==> src/rtl/pc_pkg.sv <==
// pc_pkg: shared FSM state, PC type and reset-vector default for the fetch PC generator
package pc_pkg;

    localparam int PC_XLEN = 32;

    typedef logic [PC_XLEN-1:0] pc_t;

    localparam pc_t PC_RESET_VEC = '0;

    typedef enum logic [1:0] {
        IDLE,
        RUN,
        PEND
    } pc_state_e;

endpackage

==> src/rtl/pc_ras.sv <==
// pc_ras: circular return-address stack; overflow overwrites the oldest entry
module pc_ras #(
    parameter int XLEN  = 32,
    parameter int DEPTH = 4
) (
    input  logic            clk_i,
    input  logic            rst_i,
    input  logic            push_i,
    input  logic [XLEN-1:0] push_val_i,
    input  logic            pop_i,
    output logic [XLEN-1:0] top_o,
    output logic            empty_o
);

    localparam int PW = $clog2(DEPTH);

    logic [XLEN-1:0] mem_q [DEPTH];
    logic [PW-1:0]   ptr_q, ptr_d;
    logic [PW:0]     cnt_q, cnt_d;

    // pointer wraps naturally; count saturates so a full stack keeps overwriting
    always_comb begin
        ptr_d = ptr_q;
        cnt_d = cnt_q;
        if (push_i) begin
            ptr_d = ptr_q + 1'b1;
            cnt_d = (cnt_q == (PW+1)'(DEPTH)) ? cnt_q : cnt_q + 1'b1;
        end else if (pop_i && cnt_q != '0) begin
            ptr_d = ptr_q - 1'b1;
            cnt_d = cnt_q - 1'b1;
        end
    end

    // pointer and occupancy registers
    always_ff @(posedge clk_i) begin
        if (rst_i) begin
            ptr_q <= '0;
            cnt_q <= '0;
        end else begin
            ptr_q <= ptr_d;
            cnt_q <= cnt_d;
        end
    end

    // entry storage, written at the current pointer on push
    always_ff @(posedge clk_i) begin
        if (push_i)
            mem_q[ptr_q] <= push_val_i;
    end

    assign top_o   = mem_q[ptr_q - 1'b1];
    assign empty_o = (cnt_q == '0);

endmodule

==> src/rtl/pc_gen.sv <==
// pc_gen: registered fetch PC with stall hold, trap/redirect priority and buffered redirect; optional RAS via PC_RAS_EN
module pc_gen
    import pc_pkg::*;
#(
    parameter int              XLEN        = PC_XLEN,
    parameter logic [XLEN-1:0] RESET_VEC   = XLEN'(PC_RESET_VEC),
    parameter int              INSTR_BYTES = 4,
    parameter int              RAS_DEPTH   = 4
) (
    input  logic            clk_i,
    input  logic            rst_i,
    input  logic            start_i,
    input  logic            stall_i,
    input  logic            hold_i,
    input  logic            trap_i,
    input  logic [XLEN-1:0] trap_vec_i,
    input  logic            redirect_i,
    input  logic [XLEN-1:0] redirect_pc_i,
    input  logic            call_i,
    input  logic            ret_i,
    output logic [XLEN-1:0] pc_o,
    output logic            pc_valid_o,
    output logic            redirect_pending_o,
    output logic            ras_empty_o
);

    localparam logic [XLEN-1:0] INC  = XLEN'(INSTR_BYTES);
    localparam logic [XLEN-1:0] MASK = ~(XLEN'(INSTR_BYTES - 1));

    pc_state_e       state_q, state_d;
    logic [XLEN-1:0] pc_q, pc_d, pend_q, pend_d;
    logic [XLEN-1:0] ras_top;
    logic            ras_empty, ras_push, ras_pop, stall;

    assign stall = stall_i | hold_i;

    // next-state selection: start gate, then trap > redirect > return > stall > increment
    always_comb begin
        state_d  = state_q;
        pc_d     = pc_q;
        pend_d   = pend_q;
        ras_push = 1'b0;
        ras_pop  = 1'b0;
        if (!start_i) begin
            state_d = IDLE;
            pc_d    = RESET_VEC;
            pend_d  = '0;
        end else begin
            case (state_q)
                IDLE: state_d = RUN;
                RUN: begin
                    if (trap_i) begin
                        pc_d = trap_vec_i & MASK;
                    end else if (redirect_i && !stall) begin
                        pc_d     = redirect_pc_i & MASK;
                        ras_push = call_i;
                    end else if (redirect_i) begin
                        pend_d  = redirect_pc_i & MASK;
                        state_d = PEND;
                    end else if (ret_i && !ras_empty && !stall) begin
                        pc_d    = ras_top & MASK;
                        ras_pop = 1'b1;
                    end else if (!stall) begin
                        pc_d = pc_q + INC;
                    end
                end
                PEND: begin
                    if (trap_i) begin
                        pc_d    = trap_vec_i & MASK;
                        pend_d  = '0;
                        state_d = RUN;
                    end else if (stall) begin
                        pend_d = redirect_i ? (redirect_pc_i & MASK) : pend_q;
                    end else begin
                        pc_d     = redirect_i ? (redirect_pc_i & MASK) : pend_q;
                        ras_push = redirect_i & call_i;
                        pend_d   = '0;
                        state_d  = RUN;
                    end
                end
                default: state_d = IDLE;
            endcase
        end
    end

    // state, PC and pending-target registers
    always_ff @(posedge clk_i) begin
        if (rst_i) begin
            state_q <= IDLE;
            pc_q    <= RESET_VEC;
            pend_q  <= '0;
        end else begin
            state_q <= state_d;
            pc_q    <= pc_d;
            pend_q  <= pend_d;
        end
    end

`ifdef PC_RAS_EN
    pc_ras #(
        .XLEN (XLEN),
        .DEPTH(RAS_DEPTH)
    ) u_ras (
        .clk_i     (clk_i),
        .rst_i     (rst_i),
        .push_i    (ras_push),
        .push_val_i(pc_q + INC),
        .pop_i     (ras_pop),
        .top_o     (ras_top),
        .empty_o   (ras_empty)
    );
`else
    logic unused_ras;
    assign ras_top    = '0;
    assign ras_empty  = 1'b1;
    assign unused_ras = ras_push ^ ras_pop ^ (RAS_DEPTH == 0);
`endif

    assign pc_o               = pc_q;
    assign pc_valid_o         = (state_q != IDLE);
    assign redirect_pending_o = (state_q == PEND);
    assign ras_empty_o        = ras_empty;

endmodule

==> config.mk <==
export PLATFORM = sky130hd
export DESIGN_NAME = pc_gen
export DESIGN_NICKNAME = d
export VERILOG_FILES = /design/src/rtl/pc_pkg.sv /design/src/rtl/pc_ras.sv /design/src/rtl/pc_gen.sv
export SDC_FILE = /design/constraint.sdc
export NUM_CORES = 1
export LEC_CHECK = 0
export BUFFER_PORTS_ARGS = -buffer_cell sky130_fd_sc_hd__buf_2
export CAP_MARGIN = 20
export CELL_PAD_IN_SITES_DETAIL_PLACEMENT = 1
export CELL_PAD_IN_SITES_GLOBAL_PLACEMENT = 1
export CORE_ASPECT_RATIO = 1.25
export CORE_MARGIN = 8
export CORE_UTILIZATION = 33
export DETAILED_ROUTE_END_ITERATION = 8
export GPL_ROUTABILITY_DRIVEN = 0
export GPL_TIMING_DRIVEN = 0
export PLACE_DENSITY_LB_ADDON = 0.1
export RECOVER_POWER = 50
export SYNTH_ARGS = -nofsm -noshare
export SYNTH_HDL_FRONTEND = slang
export SYNTH_SLANG_ARGS = --single-unit
export TNS_END_PERCENT = 5
==> constraint.sdc <==
create_clock -name clk_i -period 2.8 [get_ports clk_i]
set_input_delay 0.14 -clock clk_i [delete_from_list [all_inputs] [get_ports clk_i]]
set_output_delay 0.14 -clock clk_i [all_outputs]
set_load 0.01 [all_outputs]
=== After elaboration in Yosys (flattened, before gate mapping) ===
Index checks and enable logic that the tools add are counted.

* Flip-flop bits (word level): 66
* Input bits: 73
* Output and inout port bits: 35
* Logic and storage cells: 42

* $add $sub $neg: 1
* Equal/unequal tests: 8
* Multiplexer cells: 19
* Bitwise operators: 2
* Reduce and logical (&&, ||, !) cells: 9

{| class="wikitable"
|+ Operators by type and width
! cell !! number
|-
| 32-bit two-way mux || 11
|-
| 32-bit one-hot mux with 2 select lines || 2
|-
| 32-bit by 3-bit adder with 32-bit output (second input constant) || 1
|-
| 2-bit two-way mux || 5
|-
| 4-bit != test (second input constant) || 2
|-
| 4-bit AND reduction || 2
|-
| 2-bit != test (second input constant) || 3
|-
| 2-bit one-hot mux with 3 select lines || 1
|-
| 2-bit nonzero test || 2
|-
| 3-bit != test (second input constant) || 1
|-
| 3-bit AND reduction || 1
|-
| 2-bit by 1-bit equality test with 1-bit output (second input constant) || 1
|-
| 2-bit equality test (second input constant) || 1
|-
| 2-bit logical NOT || 1
|-
| 2-bit OR reduction || 1
|-
| 1-bit logical AND || 1
|-
| 1-bit logical NOT || 1
|-
| 1-bit NOT || 1
|-
| 1-bit bitwise OR || 1
|}

=== Longest topological paths before layout ===
* Depth after elaboration: 6
* Depth in mapped cells: 9
* Gate-level depth less buffers: 7

=== Worst setup path after synthesis ===
Ideal clock, no wire load.

* Path type: register -> register
* Start point: reg pc_q[2] (netlist: pc_o[2])
* End point: reg pc_q[20] (netlist: pc_o[20])
* Library setup time: 0.060 ns
* Arrival time: 1.982 ns
* Required time: 2.740 ns
* Path slack: 0.758 ns
* Cell stages (with the launch flop): 7
* Path buffers: 0
* Period minus slack after synthesis: 2.042 ns
* Cells stage by stage: dfxtp_1 -> ha_1 -> nand3_2 -> or3_1 -> or4_1 -> a31oi_1 -> o221a_1

* Cells in the longest elaborated chain, start to end: 6

{| class="wikitable"
|+ Ends and longest elaborated chain
! element !! line !! text
|-
| from (decl) || pc_gen.sv:31 || <nowiki>logic [XLEN-1:0] pc_q, pc_d, pend_q, pend_d;</nowiki>
|-
| from (signal assigned) || pc_gen.sv:94 || <nowiki>pc_q <= pc_d;</nowiki>
|-
| 32-bit by 3-bit adder with 32-bit output || pc_gen.sv:64 || <nowiki>pc_d = pc_q + INC;</nowiki>
|-
| 32-bit two-way mux || pc_gen.sv:63 || <nowiki>end else if (!stall) begin</nowiki>
|-
| 32-bit two-way mux || pc_gen.sv:57 || <nowiki>end else if (redirect_i) begin</nowiki>
|-
| 32-bit two-way mux || pc_gen.sv:54 || <nowiki>end else if (redirect_i && !stall) begin</nowiki>
|-
| 32-bit two-way mux || pc_gen.sv:52 || <nowiki>if (trap_i) begin</nowiki>
|-
| 32-bit one-hot mux with 2 select lines || pc_gen.sv:49 || <nowiki>case (state_q)</nowiki>
|}

Every way passes these cells. The select of a mux whose other input is x is not followed.
A chain may end at the register's enable or synchronous reset.

=== Worst setup path in the final report ===
* Start point: reg state_q[0]
* End point: reg pc_q[1] (netlist: pc_o[1])

* Cells in the longest elaborated chain, start to end: 3
* Elaborated cells between the ends (all ways): 8
* Classes of those cells: 5 x eq/ne; 1 x mux; 2 x reduce/logical

{| class="wikitable"
|+ Ends and longest elaborated chain
! element !! line !! text
|-
| from (decl) || pc_gen.sv:30 || <nowiki>pc_state_e state_q, state_d;</nowiki>
|-
| from (signal assigned) || pc_gen.sv:93 || <nowiki>state_q <= state_d;</nowiki>
|-
| 2-bit by 1-bit equality test with 1-bit output / 2-bit equality test (equally long branches) || - ||
|-
| 4-bit != test (no source line), or another cell as far along || - ||
|-
| 4-bit AND reduction (no source line) || - ||
|}

Several ways; a longest one is shown, not always the timed one.

==> flow_summary.toml <==
[floorplanning]
rows = 45
die_w_um = 114
io_pins = 108
fp.dieArea_um2 = 15900
initial_core_util_pct = 33.3
die_y_um = 139
coreArea_um2 = 12000

[yosys]
synthDominantCellAreaShare_pct = 33.1
yosysWarnings = 0
yosys-top-cells-count = "dfxtp_1 (66), nor2_1 (60), o21ai_0 (48)"
synth_compound_area_share_pct = 31.8
muxShareOfSynthArea_pct = 5.61
syn_nets = 571
synthXorXnorAreaFrac_pct = 1.97
yosys.area_share.simple_pct = 19.0
synth_area_um2 = 4000
synth_fa_ha_area_share_pct = 1.25
synth_seq_cells = 66
synth.most_common_cell = "dfxtp_1"
synth.distinct_cells = 62
ys.flop_type = "dfxtp_1"
synth_edf_count = 0
seq_area_frac_synth_pct = 33.1
synth_top_family_by_area = "compound AO/OA/AOI/OAI gates"
synth_area_leaders = "dfxtp_1 (33%), o21ai_0 (6.0%), a22oi_1 (5.8%)"
yosys.area.top_type = "dfxtp_1"
async_flop_share_pct = 0
syn_area_per_cell_um2 = 8.09
synthCells = 494

[power]
power.density_nw_per_um2 = 545
leakage_nw = 1.81
pwr-share-seq_pct = 36.1
p_int_w = 0.00202
combPwrFrac_pct = 13.6
ir_drop_mv = 0.280
p_switching_w = 0.000710
clockPowerShare_pct = 50.3
p_sw_share_pct = 26.1

[sta]
slew_headroom_pct = 39.2
rsz0062_at_grt = "false"
slew_violations = 0
skew_ns = 0.0105
setup_ws_ns = 0.273
fin_crit_ns = 2.53
finalHoldViolCount = 0
finalSetupViolCount = 0
worstMarginPinSlew_ns = 0.904
fin_crit_sh_pct = 90.3
max_freq_ghz = 0.396

[global_routing]
grt_max_degree = 12
first_global_vias = 4772
top_usage_layer = "met2"
grtUsageTotal_pct = 21.6
overflow = 0
antenna_found_initial = 0
met3_usage_pct = 4.53
met1_usage_pct = 25.1
grt_first_pass_wirelength_um = 26400
met2_usage_pct = 37.0

[cts]
cts.sinks = 66
clockBufferDepth = 2
htree_levels = 3
ctsRootBufferMaster = "clkbuf_16"
postCtsHoldBufs = 0
clk_pin_slew_ns = 0.06
post-cts-setup-buffers = 0
cts_made_buffers = 9
cts_tree = "built"
clk_latency_ns = 0.35

[setup_path]
arrival_ns = 2.80
worst_setup_path_end_kind = "register"
required_ns = 3.07
reg2reg_slack_ns = 0.27
r2r_start = "state_q[0]"
critPathMaxFanout = 10
crit_type = "reg -> reg"
start_kind = "register"
critPathLaunch = "state_q[0]"

[layout]
nets = 681
fin_util_pct = 41.7
syn2layout_area_growth_pct = 25.2
drive_above_1_share_pct = 21.7
antenna_cells = 0

[place]
port_buffers = 99
dp_slack_ns = -0.0152
hpwl_um = 12800

[route]
drtIter0Drc = 268
wirelength_um = 17200
drtPass1Iterations = 5
vias = 4495
ant_nets = 0
wl_per_cell_um = 22.3
drc_errors = 0
via_per_inst = 5.82

[run]
cap_violations = 0

[worst_hold_path]
worstHoldStart = "redirect_pc_i[29]"
hold_class = "in -> reg"

[outcome]
outcome = "finished, final reports clean"
[cells by family (layout without fill, tap and decap cells)]
kind of cell / Yosys count / in the layout
AO/OA/AOI/OAI: 186 / 186
AND/OR/NAND/NOR: 152 / 152
flip-flops: 66 / 66
buffers and inverters: 56 / 171
multiplexers: 20 / 20
XOR/XNOR: 9 / 9
adder cells (fa/ha/maj): 4 / 4
other: 1 / 1
[repair_timing]
item                                    4_1_cts  5_1_grt
resized for setup                             1        4
endpoints found under the setup margin        1        5
gates cloned                                  0        0
[layer usage]
metal | vias to the layer above | share of wire (%)
met3 | 27 | 4.8
li1 | 2093 | -
met5 | - | 0
met4 | 0 | 2.8
met2 | 141 | 50
met1 | 2234 | 42
[area by class of cell]
class | instances | area (µm²)
clock inverters | 5 | 100
clock buffers | 11 | 253
inverters | 14 | 52.6
well taps | 164 | 205
plain buffers | 42 | 231
flip-flops and latches | 66 | 1320
repair buffers | 99 | 453
multi-input cells | 372 | 2390
fillers | 1510 | 6990
[registers in the layout, summed over array words and instances, names as in the netlist]
name     cells
state_q      2
pend_q      32
pc_o        32
[cells in the final DEF (no fill, tap or decap), types with 10 or more instances in the layout]
cell type | Yosys | layout
a21oi_1 | 23 | 23
a221oi_1 | 10 | 10
a22oi_1 | 31 | 31
a31oi_1 | 19 | 19
buf_2 | 6 | 71
clkbuf_1 | 21 | 54
dfxtp_1 | 66 | 66
inv_1 | 14 | 14
mux2_2 | 19 | 19
nand2_1 | 29 | 29
nor2_1 | 60 | 60
o21ai_0 | 48 | 48
[per-stage QoR]
| stage | setup TNS (ns) | power, W | hold slack (ns) | cells | instance area, µm² |
|---|---|---|---|---|---|
| after detailed placement | -0.0152 | 0.00137 | 0.422 | 757 | 4700 |
| after global placement | 0 | 0.00137 | 0.408 | 757 | 4700 |
| after floorplan | 0 | 0.00120 | 0.301 | 494 | 4000 |
| final | 0 | 0.00273 | 0.0728 | 773 | 5000 |
| after CTS | 0 | 0.00273 | 0.0732 | 773 | 5050 |
| after global routing | 0 | 0.00281 | 0.0759 | 773 | 5000 |
[power by group through the flow]
stage	clock network, W	registers, W	logic [W]
global route	0.00142	0.000986	0.000401
CTS	0.00138	0.000983	0.000374
detailed placement	0	0.00100	0.000371
finish	0.00137	0.000984	0.000370
global placement	0	0.00100	0.000364
floorplan	0	0.00100	0.000201
[worst max-delay path: stages, from the launching register on]
cell      delay, ns
dfxtp_1        0.32
inv_1          0.08
ha_1           0.25
clkbuf_1       0.39
nor2_1         0.15
o21ai_2        0.36
clkbuf_1       0.55
o21ai_0        0.19
a21oi_1        0.15
[final timing paths]
path / end / cells past startpoint
worst max-delay path: pc_o[1] / 8
worst min register to register: pc_o[1] / 2
worst max register to register: pc_o[1] / 8
worst min-delay path: pend_q[29] / 3
Note: power is estimated with default switching activity, not from simulation.
